--- src/rtl/cpu_pkg.sv ---
// Shared types and constants for the 8-bit accumulator CPU control unit.
// Optional feature macro: CPU_INDIRECT_EN (indirect load/store).
package cpu_pkg;

  localparam logic [7:0] START_PC = 8'h80;

  // Opcodes live in IRA[7:4]; C..F decode as NOP.
  typedef enum logic [3:0] {
    OpNop   = 4'h0,
    OpLoad  = 4'h1,
    OpStore = 4'h2,
    OpAdd   = 4'h3,
    OpSub   = 4'h4,
    OpAnd   = 4'h5,
    OpOr    = 4'h6,
    OpHalt  = 4'h7,
    OpSkip  = 4'h8,
    OpJump  = 4'h9,
    OpClear = 4'hA,
    OpNot   = 4'hB
  } opcode_e;

  localparam logic [3:0] AluModeAdd = 4'b0011;
  localparam logic [3:0] AluModeSub = 4'b0100;
  localparam logic [3:0] AluModeAnd = 4'b0101;
  localparam logic [3:0] AluModeOr  = 4'b0110;
  localparam logic [3:0] AluModeNot = 4'b1111;

  // Skip condition codes in IRA[1:0].
  localparam logic [1:0] SkipNeg   = 2'b00;
  localparam logic [1:0] SkipZero  = 2'b01;
  localparam logic [1:0] SkipPos   = 2'b10;
  localparam logic [1:0] SkipNever = 2'b11;

  typedef enum logic [3:0] {
    StIdle,
    StFaAddr,
    StFaData,
    StFbAddr,
    StFbData,
    StDecode,
    StPtrAddr,
    StPtrData,
    StOpAddr,
    StOpData,
    StExec,
    StStWr,
    StHalt
  } state_e;

  // What follows DECODE for the current instruction.
  typedef enum logic [2:0] {
    PhDone,   // instruction completes in DECODE
    PhNot,    // EXEC without operand read
    PhLoad,
    PhStore,
    PhAlu,    // operand read then EXEC
    PhHalt
  } phase_e;

endpackage

--- src/rtl/cpu_decoder.sv ---
// Combinational instruction decoder: phase select, ALU mode and skip evaluation.
module cpu_decoder
  import cpu_pkg::*;
(
  input  logic [7:0] ira_i,
  input  logic [7:0] ac_i,
  output logic [2:0] phase_o,
  output logic [3:0] alu_mode_o,
  output logic       skip_taken_o,
  output logic       is_jump_o,
  output logic       is_clear_o
);

  // IRA[3:2] carry no meaning for any opcode.
  logic unused_ira_bits;
  assign unused_ira_bits = ^ira_i[3:2];

  // Decode opcode into the follow-on phase and its side controls.
  always_comb begin
    phase_o      = PhDone;
    alu_mode_o   = 4'b0000;
    skip_taken_o = 1'b0;
    is_jump_o    = 1'b0;
    is_clear_o   = 1'b0;
    case (ira_i[7:4])
      OpLoad:  phase_o = PhLoad;
      OpStore: phase_o = PhStore;
      OpAdd:   begin phase_o = PhAlu; alu_mode_o = AluModeAdd; end
      OpSub:   begin phase_o = PhAlu; alu_mode_o = AluModeSub; end
      OpAnd:   begin phase_o = PhAlu; alu_mode_o = AluModeAnd; end
      OpOr:    begin phase_o = PhAlu; alu_mode_o = AluModeOr;  end
      OpNot:   begin phase_o = PhNot; alu_mode_o = AluModeNot; end
      OpHalt:  phase_o = PhHalt;
      OpSkip: begin
        unique case (ira_i[1:0])
          SkipNeg:   skip_taken_o = ac_i[7];
          SkipZero:  skip_taken_o = (ac_i == 8'h00);
          SkipPos:   skip_taken_o = !ac_i[7] && (ac_i != 8'h00);
          SkipNever: skip_taken_o = 1'b0;
        endcase
      end
      OpJump:  is_jump_o = 1'b1;
      OpClear: is_clear_o = 1'b1;
      default: ;
    endcase
  end

endmodule

--- src/rtl/cpu_sequencer.sv ---
// Fetch/decode/execute sequencer for the 8-bit accumulator CPU.
// Optional feature macro: CPU_INDIRECT_EN makes load/store indirect through a pointer in mem[IRB].
module cpu_sequencer
  import cpu_pkg::*;
(
  input  logic       clk,
  input  logic       rst_n,
  input  logic       run,
  output logic [7:0] mem_addr,
  output logic [7:0] mem_wdata,
  input  logic [7:0] mem_rdata,
  output logic       mem_cs,
  output logic       mem_we,
  output logic       mem_oe,
  output logic [7:0] alu_a,
  output logic [7:0] alu_b,
  output logic [3:0] alu_mode,
  input  logic [7:0] alu_s,
  output logic       halted,
  output logic       instr_done,
  output logic [7:0] pc_o,
  output logic [7:0] ac_o
);

`ifdef CPU_INDIRECT_EN
  localparam bit IndirectEn = 1'b1;
`else
  localparam bit IndirectEn = 1'b0;
`endif

  state_e     state_q, state_d;
  logic [7:0] pc_q, pc_d, ira_q, ira_d, irb_q, irb_d;
  logic [7:0] mbr_q, mbr_d, ac_q, ac_d, ind_q, ind_d;
  logic [7:0] addr_q, addr_d;
  logic       cs_q, cs_d, we_q, we_d, oe_q, oe_d;
  logic       done;

  logic [2:0] phase;
  logic       skip_taken, is_jump, is_clear;

  cpu_decoder u_decoder (
    .ira_i        (ira_q),
    .ac_i         (ac_q),
    .phase_o      (phase),
    .alu_mode_o   (alu_mode),
    .skip_taken_o (skip_taken),
    .is_jump_o    (is_jump),
    .is_clear_o   (is_clear)
  );

  // Next-state and datapath register updates.
  always_comb begin
    state_d = state_q;
    pc_d    = pc_q;
    ira_d   = ira_q;
    irb_d   = irb_q;
    mbr_d   = mbr_q;
    ac_d    = ac_q;
    ind_d   = ind_q;
    done    = 1'b0;
    case (state_q)
      StIdle:   if (run) state_d = StFaAddr;
      StFaAddr: state_d = StFaData;
      StFaData: begin
        ira_d   = mem_rdata;
        pc_d    = pc_q + 8'd1;
        state_d = StFbAddr;
      end
      StFbAddr: state_d = StFbData;
      StFbData: begin
        irb_d   = mem_rdata;
        pc_d    = pc_q + 8'd1;
        state_d = StDecode;
      end
      StDecode: begin
        case (phase)
          PhLoad:  state_d = IndirectEn ? StPtrAddr : StOpAddr;
          PhStore: state_d = IndirectEn ? StPtrAddr : StStWr;
          PhAlu:   state_d = StOpAddr;
          PhNot:   state_d = StExec;
          PhHalt:  state_d = StHalt;
          default: begin
            done    = 1'b1;
            state_d = StFaAddr;
            // PC already points past the fetched IRB, so skip is a further +2.
            if (is_jump) pc_d = irb_q;
            else if (skip_taken) pc_d = pc_q + 8'd2;
            if (is_clear) ac_d = 8'h00;
          end
        endcase
      end
      StPtrAddr: state_d = StPtrData;
      StPtrData: begin
        ind_d   = mem_rdata;
        state_d = (phase == PhStore) ? StStWr : StOpAddr;
      end
      StOpAddr: state_d = StOpData;
      StOpData: begin
        if (phase == PhLoad) begin
          ac_d    = mem_rdata;
          done    = 1'b1;
          state_d = StFaAddr;
        end else begin
          mbr_d   = mem_rdata;
          state_d = StExec;
        end
      end
      StExec: begin
        ac_d    = alu_s;
        done    = 1'b1;
        state_d = StFaAddr;
      end
      StStWr: begin
        done    = 1'b1;
        state_d = StFaAddr;
      end
      StHalt:  state_d = StHalt;
      default: state_d = StIdle;
    endcase
    // MBR doubles as the write-data register for stores.
    if (state_d == StStWr) mbr_d = ac_q;
  end

  // Memory address and strobes are registered for the state being entered.
  always_comb begin
    case (state_d)
      StFaAddr, StFbAddr: addr_d = pc_d;
      StPtrAddr:          addr_d = irb_d;
      StOpAddr, StStWr:   addr_d = (IndirectEn && phase != PhAlu) ? ind_d : irb_d;
      default:            addr_d = addr_q;
    endcase
    oe_d = (state_d == StFaAddr) || (state_d == StFbAddr) ||
           (state_d == StPtrAddr) || (state_d == StOpAddr);
    we_d = (state_d == StStWr);
    cs_d = oe_d || we_d;
  end

  // State and register file with asynchronous reset.
  always_ff @(posedge clk or negedge rst_n) begin
    if (!rst_n) begin
      state_q <= StIdle;
      pc_q    <= START_PC;
      ira_q   <= 8'h00;
      irb_q   <= 8'h00;
      mbr_q   <= 8'h00;
      ac_q    <= 8'h00;
      ind_q   <= 8'h00;
      addr_q  <= 8'h00;
      cs_q    <= 1'b0;
      we_q    <= 1'b0;
      oe_q    <= 1'b0;
    end else begin
      state_q <= state_d;
      pc_q    <= pc_d;
      ira_q   <= ira_d;
      irb_q   <= irb_d;
      mbr_q   <= mbr_d;
      ac_q    <= ac_d;
      ind_q   <= ind_d;
      addr_q  <= addr_d;
      cs_q    <= cs_d;
      we_q    <= we_d;
      oe_q    <= oe_d;
    end
  end

  assign mem_addr   = addr_q;
  assign mem_wdata  = mbr_q;
  assign mem_cs     = cs_q;
  assign mem_we     = we_q;
  assign mem_oe     = oe_q;
  assign alu_a      = ac_q;
  assign alu_b      = mbr_q;
  assign halted     = (state_q == StHalt);
  assign instr_done = done;
  assign pc_o       = pc_q;
  assign ac_o       = ac_q;

endmodule

--- config.mk ---
export PLATFORM = sky130hd
export DESIGN_NAME = cpu_sequencer
export DESIGN_NICKNAME = d
export VERILOG_FILES = /design/src/rtl/cpu_pkg.sv /design/src/rtl/cpu_decoder.sv /design/src/rtl/cpu_sequencer.sv
export SDC_FILE = /design/constraint.sdc
export NUM_CORES = 1
export LEC_CHECK = 0
export ABC_CLOCK_PERIOD_IN_PS = 3700
export CAP_MARGIN = 20
export CORE_ASPECT_RATIO = 0.9
export CORE_MARGIN = 2
export CORE_UTILIZATION = 35
export CTS_BUF_LIST = sky130_fd_sc_hd__clkbuf_16
export DETAILED_ROUTE_END_ITERATION = 16
export PLACE_DENSITY_LB_ADDON = 0.08
export SETUP_SLACK_MARGIN = 0.3
export SKIP_LAST_GASP = 1
export SYNTH_ARGS = -nofsm -noshare
export SYNTH_HDL_FRONTEND = slang
export SYNTH_SLANG_ARGS = --single-unit
--- constraint.sdc ---
create_clock -name clk -period 3.7 [get_ports clk]
set_input_delay 0.37 -clock clk [delete_from_list [all_inputs] [get_ports clk]]
set_output_delay 0.37 -clock clk [all_outputs]
set_load 0.01 [all_outputs]
### Word-level counts from Yosys, hierarchy flattened

Cells that the tools add are included.

* add/sub/neg operators: 2
* equal/unequal tests: 40
* mux-type cells: 27
* reduce and logical (&&, ||, !) cells: 22

Operators by type and width (count)
* two-way mux 8 bit: 10
* case mux 4 bit (12 select lines): 1
* equality test 4 bit, second input constant: 11
* equality test 4 x 3 -> 1 bit, second input constant: 9
* case mux 8 bit (2 select lines): 2
* case mux 8 bit (3 select lines): 1
* equality test 4 x 2 -> 1 bit, second input constant: 5
* case mux 4 bit (5 select lines): 1
* case mux 4 bit (4 select lines): 1
* case mux 3 bit (5 select lines): 1
* equality test 4 x 1 -> 1 bit, second input constant: 3
* adder 8 x 1 -> 8 bit, second input constant: 1
* adder 8 x 2 -> 8 bit, second input constant: 1
* zero test 8 bit: 1
* two-way mux 4 bit: 2
* != test 2 bit, second input constant: 4
* nonzero test 8 bit: 1
* OR reduction 2 bit: 4
* equality test 3 x 2 -> 1 bit, second input constant: 2
* equality test 3 bit, second input constant: 2
* two-way mux 1 bit: 5
* OR reduction 5 bit: 1
* equality test 2 bit, second input constant: 2
* zero test 4 bit: 1
* 15 further kinds: 19

* flip-flop bits (word level): 55
* output and inout bits: 57
* word-level logic and storage cells: 101

### Longest topological paths before layout

Gate-level depths: netlist of the first run.

* word-level depth: 12
* mapped depth: 10

### Hierarchy

A second synthesis of the first run with hierarchy kept.

* cell total of the unflattened synthesis: 345
* area, all modules: 3398.3 µm²

Modules (own cells, without submodules)
* cpu_sequencer: times used 1, cells each 314, area an instance 3175.5 µm², sequential area each 1377.6 µm²
* cpu_decoder: times used 1, cells each 31, area an instance 222.7 µm², sequential area each 0.0 µm²

### Worst setup path after synthesis of the first run

OpenSTA, ideal clock, no wires.

* path kind: reg-to-reg
* start point: reg ira_q[7]
* end point: reg addr_q[0], in the netlist mem_addr[0]
* data arrival time: 2190 ps
* required time: 3574 ps
* path slack: 1384 ps
* cell stages (with the launch flop): 9
* period minus slack after synthesis: 2316 ps
* cells stage by stage: dfrtp_1 -> buf_6 -> nor4b_4 -> a211oi_1 -> a311oi_4 -> o21ai_2 -> or3_1 -> o211a_2 -> a221o_1

* longest elaborated chain between the ends: 10

RTL lines
* start: declaration: line cpu_sequencer.sv:32 `logic [7:0] pc_q, pc_d, ira_q, ira_d, irb_q, irb_d;`
* start signal: assignment: line cpu_sequencer.sv:155 `ira_q <= ira_d;`
* equality test 4 x 2 -> 1 bit / equality test 4 x 3 -> 1 bit (equally long branches): line cpu_decoder.sv:25 `case (ira_i[7:4])`
* OR reduction 4 bit (no source line)
* case mux 3 bit (5 select lines): line cpu_decoder.sv:25
* equality test 3 x 2 -> 1 bit / equality test 3 bit (equally long branches): line cpu_sequencer.sv:76, cpu_sequencer.sv:99
* OR reduction 2 bit (no source line)
* case mux 4 bit (4 select lines): line cpu_sequencer.sv:76 `case (phase)`
* case mux 4 bit (12 select lines): line cpu_sequencer.sv:61 `case (state_q)`
* equality test 4 bit, or another cell as far along: line cpu_sequencer.sv:126 `case (state_d)`
* OR reduction 3 bit (no source line) / OR reduction 2 bit (equally long branches)
* case mux 8 bit (2 select lines) / nonzero test 2 bit (equally long branches)
* end signal: assignment: line cpu_sequencer.sv:160 `addr_q <= addr_d;`
* end: declaration: line cpu_sequencer.sv:34 `logic [7:0] addr_q, addr_d;`

Parallel ways exist; a longest one is shown, timed or not.
A chain may end at the register's enable or synchronous reset.

### Final worst setup path of the first run

* start point: reg state_q[0]
* end point: reg mbr_q[4], in the netlist alu_b[4]

* longest elaborated chain between the ends: 6

RTL lines
* start: declaration: line cpu_sequencer.sv:31 `state_e state_q, state_d;`
* start signal: assignment: line cpu_sequencer.sv:141 `state_q <= StIdle;`
* start signal: assignment: line cpu_sequencer.sv:153 `state_q <= state_d;`
* equality test 4 bit: line cpu_sequencer.sv:61
* OR reduction 2 bit (no source line)
* case mux 4 bit (12 select lines): line cpu_sequencer.sv:61
* equality test 4 bit: line cpu_sequencer.sv:121 `if (state_d == StStWr) mbr_d = ac_q;`
* != test 2 bit (no source line) / nonzero test 2 bit (equally long branches)
* AND reduction 2 bit (no source line)
* end signal: assignment: line cpu_sequencer.sv:157 `mbr_q <= mbr_d;`
* end: declaration: line cpu_sequencer.sv:33 `logic [7:0] mbr_q, mbr_d, ac_q, ac_d, ind_q, ind_d;`

Parallel ways exist; a longest one is shown, timed or not.

==> results of run 1 <==
## sequential cells by signal (all words and copies together), names as in the netlist
name and count:
state_q 4, ac_o 8, mem_cs 1, mem_oe 1
ira_q 6, irb_q 8, mem_we 1, mem_addr 8
alu_b 8, pc_o 8
## worst max path at each step
stage / startpoint / endpoint / slack, ns / depth (start not counted)
final: state_q[0] / alu_b[4] / 0.82 / 7
after global routing: state_q[0] / alu_b[4] / 0.57 / 7
after CTS: state_q[0] / alu_b[4] / 0.83 / 7
after detailed placement: state_q[0] / alu_b[4] / 0.84 / 7
after global placement: state_q[0] / alu_b[4] / 0.82 / 7
after floorplan: ira_q[7] / mem_addr[0] / 1.38 / 8
## cells by family (layout without fill, tap and decap cells)
logic type               after synthesis  in the layout  synth area share, %
AND/OR/NAND/NOR                      111            111                 19.5
flip-flops                            53             53                 41.3
multiplexers                          26             26                 8.60
AO/OA/AOI/OAI                         94             94                 20.2
XOR/XNOR                               7              7                 1.91
buffers and inverters                 43            100                 7.70
adder cells (fa/ha/maj)                2              2                0.778
## synthesized netlist by cell type, types with 3 or more instances
cell       n  share of area (%)
nand2b_1   6                1.2
and2_1     3               0.58
or3_1      6                1.2
buf_4     16                3.7
or2_2      3               0.58
xor2_1     3               0.82
mux2i_1   13                4.0
nor3b_1    4               0.93
a31oi_1    4               0.78
xnor2_1    4                1.1
nor2_1    29                3.4
and3_1     8                1.6
mux2_2    13                4.6
o31a_1     3               0.82
buf_2      9                1.4
nor3_1    11                1.7
o21ai_0   20                3.1
inv_1     11                1.3
nand2_1   12                1.4
a21oi_1   23                3.6
nor3_2     3               0.93
dfrtp_1   52                 40
o211ai_1   6                1.4
nor4_1     4               0.78
nand4_1    3               0.58
a22oi_1    9                2.1
a221o_1    3               0.93
nand3_1    9                1.4
## per-stage QoR
step	cell area (um2)	hold slack (ns)
3_5_place_dp	3960	0.403
6_report	4120	0.0765
2_1_floorplan	3220	0.0744
5_1_grt	4120	0.120
4_1_cts	4120	0.0858
3_3_place_gp	3960	0.412
## critical path: stages, from the launching register on
cell and delay [ns]:
dfrtp_1 0.71, and4bb_2 0.41, nand2_1 0.17, o21ai_1 0.27, a31o_2 0.27, nand3_1 0.54, nor2_1 0.28, a21oi_1 0.07
## report_power, final
part | leakage (nW) | total (mW) | internal (mW) | switching [mW]
combinational | 0.887 | 2.22 | 1.12 | 1.10
sequential | 0.647 | 1.26 | 0.868 | 0.395
clock | 0.0797 | 0.519 | 0.314 | 0.205
## area by class of cell
type	count	area, um2	area share, %
clock buffer	5	125	3.04
multi-input combinational	240	1640	39.8
inverter	12	45.0	1.09
clock inverter	2	35.0	0.851
tap	122	153	3.71
sequential	53	1330	32.2
timing repair buffer	81	791	19.2
## layer usage
metal / track usage (%) / vias to the layer above / wire [um]
met5: 0 / - / 0
met4: 6.00 / 0 / 158
met3: 2.69 / 13 / 330
met2: 30.8 / 57 / 4180
met1: 26.9 / 1352 / 4550
li1: - / 1342 / -
==> out/metrics.cfg, run 1 <==
[finish]
nets = 414
final_cell_mix = clkdlybuf4s50_1 (74), dfrtp_1 (52), nor2_1 (29), a21oi_1 (23), o21ai_0 (20)
stdcell_count = 515
final_util_pct = 45.7
areaGrowthSynthToFinish_pct = 28.0
fillers = 920
antennaDiodeCount = 0
layout_commonest_cell = clkdlybuf4s50_1
layout-drive-gt1-share_pct = 12.5

[drt]
ant_nets = 0
wl_per_cell_um = 17.9
drtIter0Drc = 157
viasPerCell = 5.37
vias = 2764
drc = 0
wl_um = 9230
first_pass_iters = 4

[run]
drv_cap = 0

[worst_setup_path]
worstPathArrival_ns = 3.02
timing.rr.end = alu_b[4]
r2r-start = state_q[0]
critical_path.endpoint_type = flop
crit_required_ns = 3.84
cp-start-kind = flop
regToRegSetupSlack_ns = 0.82
crit_fanout = 18
r2r_cells = 7
worstSetupPathType = flop to flop

[floorplan]
die_h_um = 94.9
dieWidth_um = 105
die-area_mm2 = 0.00997
rows = 33
core-area_mm2 = 0.00900
top_level_ports = 76
start_util_pct = 35.7

[power]
p_leak_nw = 1.61
p_per_area_mw_per_mm2 = 972
report.power.total_mw = 4.00
ir_drop_v = 0.000375

[cts]
cts_tree = done
cts_sinks = 53
clock_latency_ns = 0.29
cts-root-buf = clkbuf_16
clkSlewWorstSetupHoldPaths_ns = 0.07
cts_setup_buffers = 0
clockBufferDepth = 2
htree_levels = 2
cts_buffers = 5
ctsResizeCount = 0
cts_hold_buf = 0

[timing]
finalSetupViolations = 0
slew_viol_final = 0
min_period_ns = 2.88
period_share_pct = 77.7
fin_setup_tns_ns = 0
slew_headroom_pct = 48.1
finClkSkew_ns = 0.00559
setup_ws_ns = 0.824
worstMarginPinSlew_ns = 0.769
hold_viol = 0
rsz0062_at_grt = no
fmax_mhz = 348

[synthesis]
synth_cell_types = 64
synth_seq_area_share_pct = 41.3
syn_area_mm2 = 0.00322
syn_nets = 357
async_reset_ff_share_pct = 100
synth.avg_cell_area_um2 = 9.57
synth-edff-count = 0
synth_cells = 336
synth-seq-cells = 53
ys_warn_count = 0
synth-main-ff-cell = dfrtp_1

[placement]
portBuffers = 75
dp_hpwl_um = 6920
gpl.final_weighted_congestion = 0.835
dp_cells = 508
place_ws_ns = 0.843

[grt]
grt_first_pass_wirelength_um = 14900
overflow = 0
grt_start_max_net_pins = 29
grt_pass1_vias = 2780
antenna_found_initial = 0
track_usage_pct = 19.2

[min_path]
hold_class = input port to async pin

[run_status]
status = finished clean

Power figures use the tool's default switching activity.
==> run 2, diff against run 1 <==
ABC_CLOCK_PERIOD_IN_PS = 2800   (was 3700)
clock period = 2.8 ns   (was 3.7 ns; I/O delays follow)
==> out/metrics.cfg, run 2 (synthesized netlist as in run 1, its figures left out) <==
[run_status]
status = finished clean

[worst_setup_path]
r2r_cells = 7
worstSetupPathType = flop to output pin
cp_slowest_stage_delay_ns = 0.56
regToRegSetupSlack_ns = 0.40
crit_chain = and4bb_2, nand2_1, o21ai_2, clkdlybuf4s50_1
critical_path.endpoint_type = output pin
cp-start-kind = flop
r2r-start = ira_q[5]
slowest_stage = clkdlybuf4s50_1
setup.worst_path.end = instr_done
crit_required_ns = 2.52
timing.rr.end = mem_addr[1]
crit_fanout = 6
worstPathArrival_ns = 2.14
cp-startpoint = state_q[1]

[power]
power.share.sequential_pct = 28.5
clkPwrFrac_pct = 10.8
p_per_area_mw_per_mm2 = 1280
swShare_pct = 42.3
p_leak_nw = 1.72
internal_power_mw = 3.22
ir_drop_v = 0.000472
switchingPower_mw = 2.36
power_frac_comb_pct = 60.7

[timing]
finalSetupViolations = 0
slew_viol_final = 0
hold_viol = 0
period_share_pct = 86.3
fin_setup_tns_ns = 0
slew_headroom_pct = 36.9
fmax_mhz = 414
finClkSkew_ns = 0.00398
hold-worst-slack_ns = 0.135
setup_ws_ns = 0.383
rsz0062_at_grt = no
min_period_ns = 2.42
worstMarginPinSlew_ns = 0.947

[drt]
first_pass_iters = 4
drc = 0
wl_um = 9470
viasPerCell = 5.32
ant_nets = 0
vias = 2857
drtIter0Drc = 160
wl_per_cell_um = 17.6

[grt]
grt_pass1_vias = 2777
overflow = 0
antenna_found_initial = 0
grt_first_pass_wirelength_um = 15000
grt_start_max_net_pins = 41
track_usage_pct = 19.1

[cts]
cts_buffers = 5
cts_sinks = 53
clkSlewWorstSetupHoldPaths_ns = 0.07
cts_tree = done
clock_latency_ns = 0.29
htree_levels = 2
clockBufferDepth = 2
cts-root-buf = clkbuf_16

[finish]
final_cell_mix = clkdlybuf4s50_1 (74), dfrtp_1 (44), nor2_1 (27), buf_4 (27), a21oi_1 (22)
layout_commonest_cell = clkdlybuf4s50_1
antennaDiodeCount = 0
stdcell_count = 537
final_area_mm2 = 0.00436
fillers = 909
nets = 436
layout-drive-gt1-share_pct = 21.4
areaGrowthSynthToFinish_pct = 35.6

[floorplan]
core-area_mm2 = 0.00900
dieWidth_um = 105
top_level_ports = 76
die_h_um = 94.9
start_util_pct = 35.7
die-area_mm2 = 0.00997
rows = 33

[placement]
portBuffers = 75
place_area_mm2 = 0.00405
dp_hpwl_um = 7000
gpl.final_weighted_congestion = 0.847
place_ws_ns = 0.180
dp_cells = 521

[min_path]
hold_class = input port to async pin

[run]
drv_cap = 0

-- run 2: changes by cell type in the layout (fill, tap and decap cells not counted), moves of 2 or more --
cell     change
buf_4       +21
dfrtp_1      -8
dfrtp_2      +8
nor2_1       -2
nor2_2       +2
-- run 2: power by group through the flow --
stage	registers, mW	clock network, mW	logic, mW
floorplan	1.54	0	1.95
global placement	1.59	0	3.10
detailed placement	1.61	0	3.10
CTS	1.60	0.618	3.16
global route	1.65	0.649	3.65
finish	1.59	0.603	3.39
-- run 2: cell type report --
class / count / area, um2 / share of cell area, %
Multi-Input combinational cell: 240 / 1720 / 39.4
Sequential cell: 53 / 1340 / 30.7
Timing Repair Buffer: 103 / 968 / 22.2
Tap cell: 122 / 153 / 3.50
Clock buffer: 5 / 125 / 2.87
Inverter: 12 / 45.0 / 1.03
Clock inverter: 2 / 11.3 / 0.258
-- run 2: worst min-delay path by stage --
stage / start / to / cells past startpoint
6_report: rst_n / alu_b[4] / 1
5_1_grt: rst_n / alu_b[4] / 1
3_5_place_dp: rst_n / alu_b[4] / 1
3_3_place_gp: rst_n / alu_b[4] / 1
4_1_cts: rst_n / alu_b[4] / 1
2_1_floorplan: rst_n / ac_o[0] / 0
-- run 2: repair_timing --
item                                    4_1_cts  5_1_grt
pin swaps                                     1        2
gates cloned                                  0        0
endpoints found under the setup margin        9        9
hold buffers                                  0        0
gates resized for setup                       6       18
buffers inserted                              1        8
-- run 2: metal layers --
metal / routed length [um] / share of wire, % / GRT usage, %
met1: 4800 / 51 / 28.2
met2: 4270 / 45 / 29.8
met3: 305 / 3.2 / 2.62
met4: 84 / 0.89 / 4.44
met5: 0 / 0 / 0
-- run 2: stage by stage --
| stage | power, mW | util, % |
|---|---|---|
| floorplan | 3.49 | - |
| global placement | 4.69 | 45.0 |
| detailed placement | 4.70 | 45.0 |
| CTS | 5.38 | 46.8 |
| global route | 5.95 | 48.4 |
| finish | 5.58 | 48.4 |
-- run 2: critical path: cells and delay by family (launching register included) --
kind                   cells  cell delay (ns)
buffers and inverters      1             0.56
and+or+nand+nor            2             0.60
AOI/OAI and AO/OA          1             0.21
DFF                        1             0.47
==> run 3, diff against run 2 <==
ABC_AREA = 0   (was not set)
==> results of run 3 <==
Same layout as run 2: the final DEF is identical, and so are final timing and power.
